[config.mk]
export PLATFORM = sky130hd
export DESIGN_NAME = second_game_sprite_renderer
export DESIGN_NICKNAME = d
export VERILOG_FILES = /design/src/rtl/second_game_pkg.sv /design/src/rtl/second_game_sprite_hit.sv /design/src/rtl/second_game_sprite_renderer.sv
export SDC_FILE = /design/constraint.sdc
export NUM_CORES = 1
export LEC_CHECK = 0
export CAP_MARGIN = 15
export CORE_ASPECT_RATIO = 0.8
export CORE_UTILIZATION = 35
export DETAILED_ROUTE_END_ITERATION = 10
export DONT_BUFFER_PORTS = 1
export GPL_TIMING_DRIVEN = 0
export SLEW_MARGIN = 0
export SYNTH_ARGS = -nofsm -noshare
export SYNTH_HDL_FRONTEND = slang
export SYNTH_SLANG_ARGS = --single-unit
[constraint.sdc]
create_clock -name i_clk -period 4.1 [get_ports i_clk]
set_clock_uncertainty 0.2 [all_clocks]
set_input_delay 0.82 -clock i_clk [delete_from_list [all_inputs] [get_ports i_clk]]
set_output_delay 0.82 -clock i_clk [all_outputs]
set_load 0.03 [all_outputs]
[src/rtl/second_game_pkg.sv]
// Shared types, colour constants and viewport defaults for the second-game
// renderer. Optional feature macro used by the top: SECOND_GAME_SPRITE_BLINK_EN.
package second_game_pkg;

    typedef logic [11:0] rgb12_t;

    localparam rgb12_t BLACK_COLOR    = 12'h000;
    localparam rgb12_t SPRITE0_COLOR  = 12'hF00;
    localparam rgb12_t SPRITE1_COLOR  = 12'h0FF;
    localparam rgb12_t OBST_COLOR     = 12'h0F0;
    localparam rgb12_t BACKGND_COLOR  = 12'h00F;

    localparam int DEF_START_X       = 400;
    localparam int DEF_START_Y       = 0;
    localparam int DEF_SCREEN_WIDTH  = 400;
    localparam int DEF_SCREEN_HEIGHT = 600;

    // Width of a local coordinate able to address n pixels.
    function automatic int coord_w(input int n);
        return $clog2(n);
    endfunction

endpackage

[src/rtl/second_game_sprite_hit.sv]
// One sprite's square box test on signed local coordinates. Differences are
// 13-bit signed so sprites near the viewport edges never wrap.
module second_game_sprite_hit
    import second_game_pkg::*;
#(
    parameter int XW   = 9,
    parameter int YW   = 10,
    parameter int HALF = 20
) (
    input  logic signed [11:0] i_lx,
    input  logic signed [11:0] i_ly,
    input  logic [XW-1:0]      i_sx,
    input  logic [YW-1:0]      i_sy,
    input  logic               i_enbl,
    output logic               o_hit
);

    localparam logic signed [12:0] HALF_S = 13'(HALF);

    logic signed [12:0] dx;
    logic signed [12:0] dy;

    // Signed distance from the sprite centre, then a symmetric range check.
    always_comb begin
        dx    = signed'({i_lx[11], i_lx}) - signed'(13'(i_sx));
        dy    = signed'({i_ly[11], i_ly}) - signed'(13'(i_sy));
        o_hit = i_enbl && (dx >= -HALF_S) && (dx <= HALF_S)
                       && (dy >= -HALF_S) && (dy <= HALF_S);
    end

endmodule

[src/rtl/second_game_sprite_renderer.sv]
// Two-stage pixel renderer for the second-game viewport with NUM_SPRITES
// frame-latched sprites, registered obstacle lookup and per-sprite collision.
// Optional feature: define SECOND_GAME_SPRITE_BLINK_EN to blink colliding
// sprites with a half-period of 2^BLINK_LOG2 frames.
module second_game_sprite_renderer
    import second_game_pkg::*;
#(
    parameter int SECOND_GAME_START_X       = DEF_START_X,
    parameter int SECOND_GAME_START_Y       = DEF_START_Y,
    parameter int SECOND_GAME_SCREEN_WIDTH  = DEF_SCREEN_WIDTH,
    parameter int SECOND_GAME_SCREEN_HEIGHT = DEF_SCREEN_HEIGHT,
    parameter int NUM_SPRITES               = 2,
    parameter int SPRITE_HALF_SIZE          = 20,
    parameter logic [NUM_SPRITES*12-1:0] SPRITE_COLORS = {SPRITE1_COLOR, SPRITE0_COLOR},
    parameter rgb12_t OBSTACLE_COLOR        = OBST_COLOR,
    parameter rgb12_t BKG_COLOR             = BACKGND_COLOR,
    parameter int BLINK_LOG2                = 4,
    localparam int XW = coord_w(SECOND_GAME_SCREEN_WIDTH),
    localparam int YW = coord_w(SECOND_GAME_SCREEN_HEIGHT)
) (
    input  logic                      i_clk,
    input  logic                      i_rst,
    input  logic                      i_frame_start,
    input  logic [NUM_SPRITES*XW-1:0] i_sprite_x,
    input  logic [NUM_SPRITES*YW-1:0] i_sprite_y,
    input  logic [NUM_SPRITES-1:0]    i_sprite_enbl,
    input  logic                      i_disp_enbl,
    input  logic [10:0]               i_h_coord,
    input  logic [9:0]                i_v_coord,
    output logic [XW-1:0]             o_screen_x,
    output logic [YW-1:0]             o_screen_y,
    input  logic                      i_is_obstacle,
    output logic [3:0]                o_red,
    output logic [3:0]                o_green,
    output logic [3:0]                o_blue,
    output logic [NUM_SPRITES-1:0]    o_collision,
    output logic                      o_collision_any
);

    localparam logic signed [11:0] START_X_S = 12'(SECOND_GAME_START_X);
    localparam logic signed [11:0] START_Y_S = 12'(SECOND_GAME_START_Y);
    localparam logic signed [11:0] WIDTH_S   = 12'(SECOND_GAME_SCREEN_WIDTH);
    localparam logic signed [11:0] HEIGHT_S  = 12'(SECOND_GAME_SCREEN_HEIGHT);

    // Stage 0: global to local coordinate mapping.
    logic signed [11:0] lx, ly;
    logic               in_win;

    // Registered state.
    logic signed [11:0]        lx_q, lx_d, ly_q, ly_d;
    logic                      in_win_q, in_win_d, disp_q, disp_d;
    logic                      armed_q, armed_d;
    logic [NUM_SPRITES*XW-1:0] sx_q, sx_d;
    logic [NUM_SPRITES*YW-1:0] sy_q, sy_d;
    logic [NUM_SPRITES-1:0]    se_q, se_d;
    logic [NUM_SPRITES-1:0]    sticky_q, sticky_d;
    logic [NUM_SPRITES-1:0]    col_q, col_d;
    logic                      any_q, any_d;
    rgb12_t                    rgb_q, rgb_d;

    logic [NUM_SPRITES-1:0]    hit, hide, draw, new_col;
    logic                      pix_active;

    // Map the raster position into the viewport and flag whether it lies inside.
    always_comb begin
        lx     = signed'({1'b0, i_h_coord}) - START_X_S;
        ly     = signed'({2'b00, i_v_coord}) - START_Y_S;
        in_win = (lx >= 12'sd0) && (lx < WIDTH_S) && (ly >= 12'sd0) && (ly < HEIGHT_S);
    end

    assign o_screen_x = lx[XW-1:0];
    assign o_screen_y = ly[YW-1:0];

    // Stage 1 box tests, one instance per sprite against the frame shadow copy.
    genvar gi;
    generate
        for (gi = 0; gi < NUM_SPRITES; gi++) begin : g_hit
            second_game_sprite_hit #(
                .XW  (XW),
                .YW  (YW),
                .HALF(SPRITE_HALF_SIZE)
            ) u_hit (
                .i_lx  (lx_q),
                .i_ly  (ly_q),
                .i_sx  (sx_q[gi*XW +: XW]),
                .i_sy  (sy_q[gi*YW +: YW]),
                .i_enbl(se_q[gi]),
                .o_hit (hit[gi])
            );
        end
    endgenerate

`ifdef SECOND_GAME_SPRITE_BLINK_EN
    logic [BLINK_LOG2:0] blink_q, blink_d;

    // Frame counter whose top bit gates the drawing of colliding sprites.
    always_comb begin
        blink_d = blink_q + (BLINK_LOG2+1)'(i_frame_start);
        hide    = col_q & {NUM_SPRITES{blink_q[BLINK_LOG2]}};
    end

    // Blink counter register.
    always_ff @(posedge i_clk) begin
        if (i_rst) blink_q <= '0;
        else       blink_q <= blink_d;
    end
`else
    assign hide = '0;
`endif

    // Next-state logic: shadow latching, colour selection and collision capture.
    always_comb begin
        lx_d     = lx;
        ly_d     = ly;
        in_win_d = in_win;
        disp_d   = i_disp_enbl;
        armed_d  = armed_q | i_frame_start;
        sx_d     = i_frame_start ? i_sprite_x    : sx_q;
        sy_d     = i_frame_start ? i_sprite_y    : sy_q;
        se_d     = i_frame_start ? i_sprite_enbl : se_q;

        // Black until the first frame after reset, outside the window or when blanked.
        pix_active = armed_q && disp_q && in_win_q;
        draw       = hit & ~hide;
        rgb_d      = BLACK_COLOR;
        if (pix_active) begin
            rgb_d = i_is_obstacle ? OBSTACLE_COLOR : BKG_COLOR;
            for (int k = NUM_SPRITES - 1; k >= 0; k--) begin
                if (draw[k]) rgb_d = SPRITE_COLORS[k*12 +: 12];
            end
        end

        // Hits arriving with the frame pulse belong to the new frame.
        new_col  = hit & {NUM_SPRITES{disp_q && in_win_q && i_is_obstacle}};
        sticky_d = (i_frame_start ? '0 : sticky_q) | new_col;
        col_d    = i_frame_start ? sticky_q  : col_q;
        any_d    = i_frame_start ? |sticky_q : any_q;
    end

    // All pipeline and frame state registers with synchronous reset.
    always_ff @(posedge i_clk) begin
        if (i_rst) begin
            lx_q     <= '0;
            ly_q     <= '0;
            in_win_q <= 1'b0;
            disp_q   <= 1'b0;
            armed_q  <= 1'b0;
            sx_q     <= '0;
            sy_q     <= '0;
            se_q     <= '0;
            sticky_q <= '0;
            col_q    <= '0;
            any_q    <= 1'b0;
            rgb_q    <= BLACK_COLOR;
        end else begin
            lx_q     <= lx_d;
            ly_q     <= ly_d;
            in_win_q <= in_win_d;
            disp_q   <= disp_d;
            armed_q  <= armed_d;
            sx_q     <= sx_d;
            sy_q     <= sy_d;
            se_q     <= se_d;
            sticky_q <= sticky_d;
            col_q    <= col_d;
            any_q    <= any_d;
            rgb_q    <= rgb_d;
        end
    end

    assign o_red           = rgb_q[11:8];
    assign o_green         = rgb_q[7:4];
    assign o_blue          = rgb_q[3:0];
    assign o_collision     = col_q;
    assign o_collision_any = any_q;

endmodule

=== Word-level counts from Yosys, hierarchy flattened ===
Cells that the tools add are included.
Widths: inputs -> output; s select.

* Add/subtract/negate cells: 5
* $lt $le $gt $ge: 12
* Multiplexer cells: 4
* Bitwise logic cells: 4
* Reduce and logical (&&, ||, !) cells: 18

{| class="wikitable"
|+ Operator list
! cell !! count
|-
| $ge 13x6->1 const B || 4
|-
| $le 13x6->1 const B || 4
|-
| $sub 12x10->13 || 2
|-
| $sub 10x10->11 || 2
|-
| $mux 8 || 2
|-
| $logic_and 1x1->1 || 15
|-
| $ge 12x1->1 const B || 1
|-
| $lt 12x10->1 const B || 1
|-
| $mux 12 || 1
|-
| $sub 11x9->12 const B || 1
|-
| $ge 10x1->1 const B || 1
|-
| $lt 10x10->1 const B || 1
|-
| $reduce_or 2->1 || 2
|-
| $reduce_or 3->1 || 1
|-
| $and 2x2->2 || 1
|-
| $mux 2 || 1
|-
| $or 2x2->2 || 1
|-
| $not 1->1 || 1
|-
| $or 1x1->1 || 1
|}

* Bits in registers: 82
* Input port bits: 66
* Output and inout bits: 34
* Word-level logic and storage cells: 56

=== Depth between registers and ports, before layout ===
* Word-level depth: 8
* Depth in mapped cells: 12
* Gate-level depth less buffers: 12

=== Cells and area by module ===
From an unflattened synthesis, not the netlist that was laid out.

* Cell total of the unflattened synthesis: 587
* Area total of the unflattened synthesis: 4,981.0 um^2

{| class="wikitable"
|+ By module, submodules not included
! module !! instances !! cells each !! area an instance (um^2) !! seq. area each (um^2)
|-
| second_game_sprite_renderer || 1 || 270 || 2,776.4 || 1,461.4
|-
| second_game_sprite_hit at g_hit[1].u_hit || 1 || 172 || 1,154.9 || 0.0
|-
| second_game_sprite_hit at g_hit[0].u_hit || 1 || 145 || 1,049.8 || 0.0
|}

=== Worst setup path after synthesis ===
OpenSTA, ideal clock, no wires.

* Path type: reg2reg
* From: register ly_q[0]
* To: register rgb_q[3]
* Setup time: 0.095 ns
* Arrival: 2.765 ns
* Required time: 3.805 ns
* Path slack: 1.040 ns
* Cell stages (with the launch flop): 13
* Buffers on the path: 0
* Clock period less this slack: 3.060 ns
* Cell sequence: dfxtp_1 > inv_1 > ha_1 > inv_1 > fa_1 > a21o_1 > a221o_1 > a21o_1 > a21oi_1 > xor2_1 > or4_1 > a22o_1 > a221oi_1

* Word-level cells in the longest chain between the ends: 5
* Elaborated cells on any way between the ends: 12
* Classes of those cells: 2 x add/sub; 4 x order compare; 1 x mux; 5 x reduce/logical

{| class="wikitable"
|+ Ends and longest elaborated chain
! element !! RTL line !! RTL
|-
| from (decl) || second_game_sprite_renderer.sv:50 || <nowiki>logic signed [11:0] lx_q, lx_d, ly_q, ly_d;</nowiki>
|-
| from (signal assigned) || second_game_sprite_renderer.sv:157 || <nowiki>ly_q <= ly_d;</nowiki>
|-
| $sub 10x10->11 || second_game_sprite_hit.sv:26 || <nowiki>dy = signed'({i_ly[11], i_ly}) - signed'(13'(i_sy));</nowiki>
|-
| $ge 13x6->1 || second_game_sprite_hit.sv:28 || <nowiki>&& (dy >= -HALF_S) && (dy <= HALF_S);</nowiki>
|-
| $logic_and 1x1->1 (2 in series) || second_game_sprite_hit.sv:28 ||
|-
| $reduce_or 3->1 (no line) / $mux 8 (equally long branches) || -- ||
|-
| to (signal assigned) || second_game_sprite_renderer.sv:167 || <nowiki>rgb_q <= rgb_d;</nowiki>
|-
| to (decl) || second_game_sprite_renderer.sv:59 || <nowiki>rgb12_t rgb_q, rgb_d;</nowiki>
|}

Several ways; a longest one is shown, not always the timed one.
A chain may end at the register's enable or synchronous reset.

=== Worst setup path after layout ===
* From: register ly_q[0]
* To: register rgb_q[6]

The elaborated chain is that of the path after synthesis.

==> flow_metrics.tcl <==
set metrics [dict create \
    antenna_found_initial 0 \
    synth_cell_types 66 \
    clk_latency_ns 0.34 \
    top_usage_layer "met2" \
    synth_compound_area_frac 0.142 \
    post_cts_buffers 0 \
    grt_use_met1 0.196 \
    worst_pin_slew_ns 0.833 \
    whs_endpoint "armed_q$_SDFF_PP0_" \
    hp-class "register to register" \
    clk_pin_slew_ns 0.06 \
    rsz0062_at_grt "no" \
    p_leak_nw 2.33 \
    ys_seq_area_frac 0.296 \
    drtIter0Drc 247 \
    synthesis.area_mm2 0.00493 \
    cts_buffers 9 \
    grt_pass1_vias 3880 \
    ctsHtreeMaxLevel 3 \
    max_freq_mhz 287 \
    area_growth_pct 10.4 \
    relSlewSlack 0.445 \
    die_area_mm2 0.0146 \
    finalSetupViolations 0 \
    synth_xor_area_frac 0.0639 \
    min_period_ns 3.49 \
    syn_inst 577 \
    ys_ff_latch 73 \
    place_hpwl_mm 9.60 \
    drc 0 \
    cts_resized 0 \
    vias_per_cell 5.10 \
    fin_cells 773 \
    p_total_mw 2.14 \
    synth_top_family_by_area "simple AND/OR/NAND/NOR gates" \
    critical_path_arrival_ns 3.51 \
    reg2reg_depth 12 \
    dp.cells 757 \
    start_util 0.361 \
    clk_path_buf_depth 2 \
    hold_viol_final 0 \
    cts.sinks 73 \
    hp-start "armed_q$_SDFF_PP0_" \
    globalplace.congestion 0.866 \
    use_met3 0.0614 \
    cts-root-buf "clkbuf_16" \
    n_fill_cell 1376 \
    ios 100 \
    ir_drop_v 0.000219 \
    routed_wl_mm 11.8 \
    grt_first_pass_wirelength_mm 18.7 \
    num_antenna_cells 0 \
    utilization 0.399 \
    rr_endpoint "rgb_q[6]$_SDFF_PP0_" \
    cts_tree "built" \
    wl_per_cell_um 15.3 \
    r2r-start "ly_q[0]$_SDFF_PP0_" \
    pre_cts_ws_ns 0.576 \
    drive_above_1_share 0.101 \
    grt_usage 0.169 \
    final.setup.tns_ns 0 \
    outcome "complete, no violations" \
    synth_top_area_frac 0.296 \
    grt_overflow_total 0 \
    grt_max_degree 13 \
    maxCapViolations 0 \
    yosys.area_share.simple 0.190 \
    slew_violations 0 \
    rrSetupSlack_ns 0.61 \
    synthFlopType "dfxtp_1" \
    crit_type "register to register" \
    syn-mean-instance-area_um2 8.55 \
    required_ns 4.12 \
    async_flop_share 0 \
    synth-adder-area-share 0.118 \
    synth_area_leaders "dfxtp_1 (30%), ha_1 (10%), mux2i_1 (8.9%), nor2_1 (5.9%), xnor2_1 (4.4%)" \
    die_y_um 108 \
    path_max_fanout 3 \
    yosysWarnings 0 \
    worstHoldPathCells 2 \
    synth_top_cell_by_area "dfxtp_1" \
    num_rows 38 \
    antenna_left 0 \
    nets 698 \
    synth_edf_count 0 \
    crit_path_end_kind "register" \
    fin_crit_sh 0.850 \
    vias 3945 \
    die_x_um 135 \
    power_density_mw_per_mm2 394 \
    dr.pass1.iters 4 \
    design.core.area_mm2 0.0136 \
    grt_use_met2 0.288 \
    synth.mux.area_fraction 0.0916 \
    fin_ws_ns 0.615 \
    io_buffers 0 \
    syn-num-nets 687 \
    cts.hold.buffers_added 0 \
    crit_path_start_kind "register" \
]
## metrics by stage
stage	hold WS [ns]	instance area (um2)
2_1_floorplan	0.234	4930
5_1_grt	0.313	5450
3_3_place_gp	0.251	5160
6_report	0.265	5450
3_5_place_dp	0.251	5160
4_1_cts	0.266	5450
## worst max-delay path, cell delays in order (launching register included)
cell and delay [ns]:
dfxtp_1 0.30, inv_1 0.11, ha_1 0.17, inv_1 0.05
fa_1 0.40, a21o_1 0.19, a221o_1 0.35, a21o_1 0.20
a21oi_1 0.19, xor2_1 0.13, or4_1 0.54, a22o_1 0.25
a221oi_1 0.30
## worst max path at each step
stage,from,endpoint,slack (ns),depth (start not counted)
floorplan,ly_q[0]$_SDFF_PP0_,rgb_q[3]$_SDFF_PP0_,1.04,12
global placement,ly_q[0]$_SDFF_PP0_,rgb_q[6]$_SDFF_PP0_,0.64,12
detailed placement,ly_q[0]$_SDFF_PP0_,rgb_q[6]$_SDFF_PP0_,0.58,12
CTS,ly_q[0]$_SDFF_PP0_,rgb_q[6]$_SDFF_PP0_,0.54,12
global route,ly_q[0]$_SDFF_PP0_,rgb_q[6]$_SDFF_PP0_,0.40,12
finish,ly_q[0]$_SDFF_PP0_,rgb_q[6]$_SDFF_PP0_,0.61,12
## sequential cells by signal, indices dropped and copies added, names as in the netlist
register	cells
sx_q	18
ly_q	10
in_win_q	1
rgb_q	3
disp_q	1
armed_q	1
sy_q	20
o_collision_any	1
lx_q	12
sticky_q	2
o_collision	2
se_q	2
## layout make-up
| cell class | count | area (um2) | share of cell area |
|---|---|---|---|
| multi-input cells | 406 | 2980 | 0.548 |
| well taps | 180 | 225 | 0.0414 |
| clock buffers | 10 | 229 | 0.0420 |
| inverters | 52 | 195 | 0.0358 |
| clock inverters | 6 | 58.8 | 0.0108 |
| plain buffers | 46 | 292 | 0.0535 |
| flip-flops and latches | 73 | 1460 | 0.268 |
## cell usage in the layout, fill, tap and decap left out, types with 4 or more instances in the layout
cell / synthesis / layout
a221oi_1: 4 / 4
dfxtp_1: 73 / 73
mux2i_1: 44 / 44
a21o_1: 11 / 11
ha_1: 40 / 40
fa_1: 4 / 4
or4_1: 4 / 4
nand2_1: 21 / 21
clkbuf_1: 12 / 13
xor2_1: 11 / 11
a31oi_1: 4 / 4
clkinv_2: 0 / 4
nor2b_1: 22 / 22
a2111oi_0: 5 / 5
and3_1: 4 / 4
nand4_1: 4 / 4
nor2_1: 77 / 77
xnor2_1: 25 / 25
nor4_1: 4 / 4
nand3_1: 9 / 9
o21ai_0: 10 / 10
buf_4: 29 / 29
inv_1: 52 / 52
nor3_1: 13 / 13
nand2b_1: 9 / 9
clkbuf_16: 0 / 9
a21oi_1: 18 / 18
o21a_1: 5 / 5
o22ai_1: 6 / 6
## cells by family (layout without fill, tap and decap cells)
group	after synthesis	after routing
AOI/OAI and AO/OA	96	96
xor gates and xnor gates	36	36
adders and majority gates	44	44
buffers and inverters	98	114
DFF	73	73
muxes	45	45
and+or+nand+nor	185	185
## power breakdown
group          leakage (nW)  total, mW  internal [mW]  switching [mW]
logic                  1.59      0.598          0.263           0.335
registers             0.603      0.776          0.749          0.0272
clock network         0.146      0.769          0.468           0.302
## cell usage after synthesis (all sizes together) (11+ instances only)
master and count:
clkbuf 12, nor2b 23, xnor2 25, ha 40, nor2 77, nor3 13
o21ai 11, inv 52, buf 34, mux2i 44, dfxtp 73, a21oi 19
a21o 11, nand2 21, xor2 11
## metal layers
metal,up-vias,wire (um),part of all wire
met2,102,5540,0.47
met1,1829,5460,0.46
met5,-,0,0
met3,11,640,0.054
li1,2003,-,-
met4,0,161,0.014
Note: power is estimated with default switching activity, not from simulation.
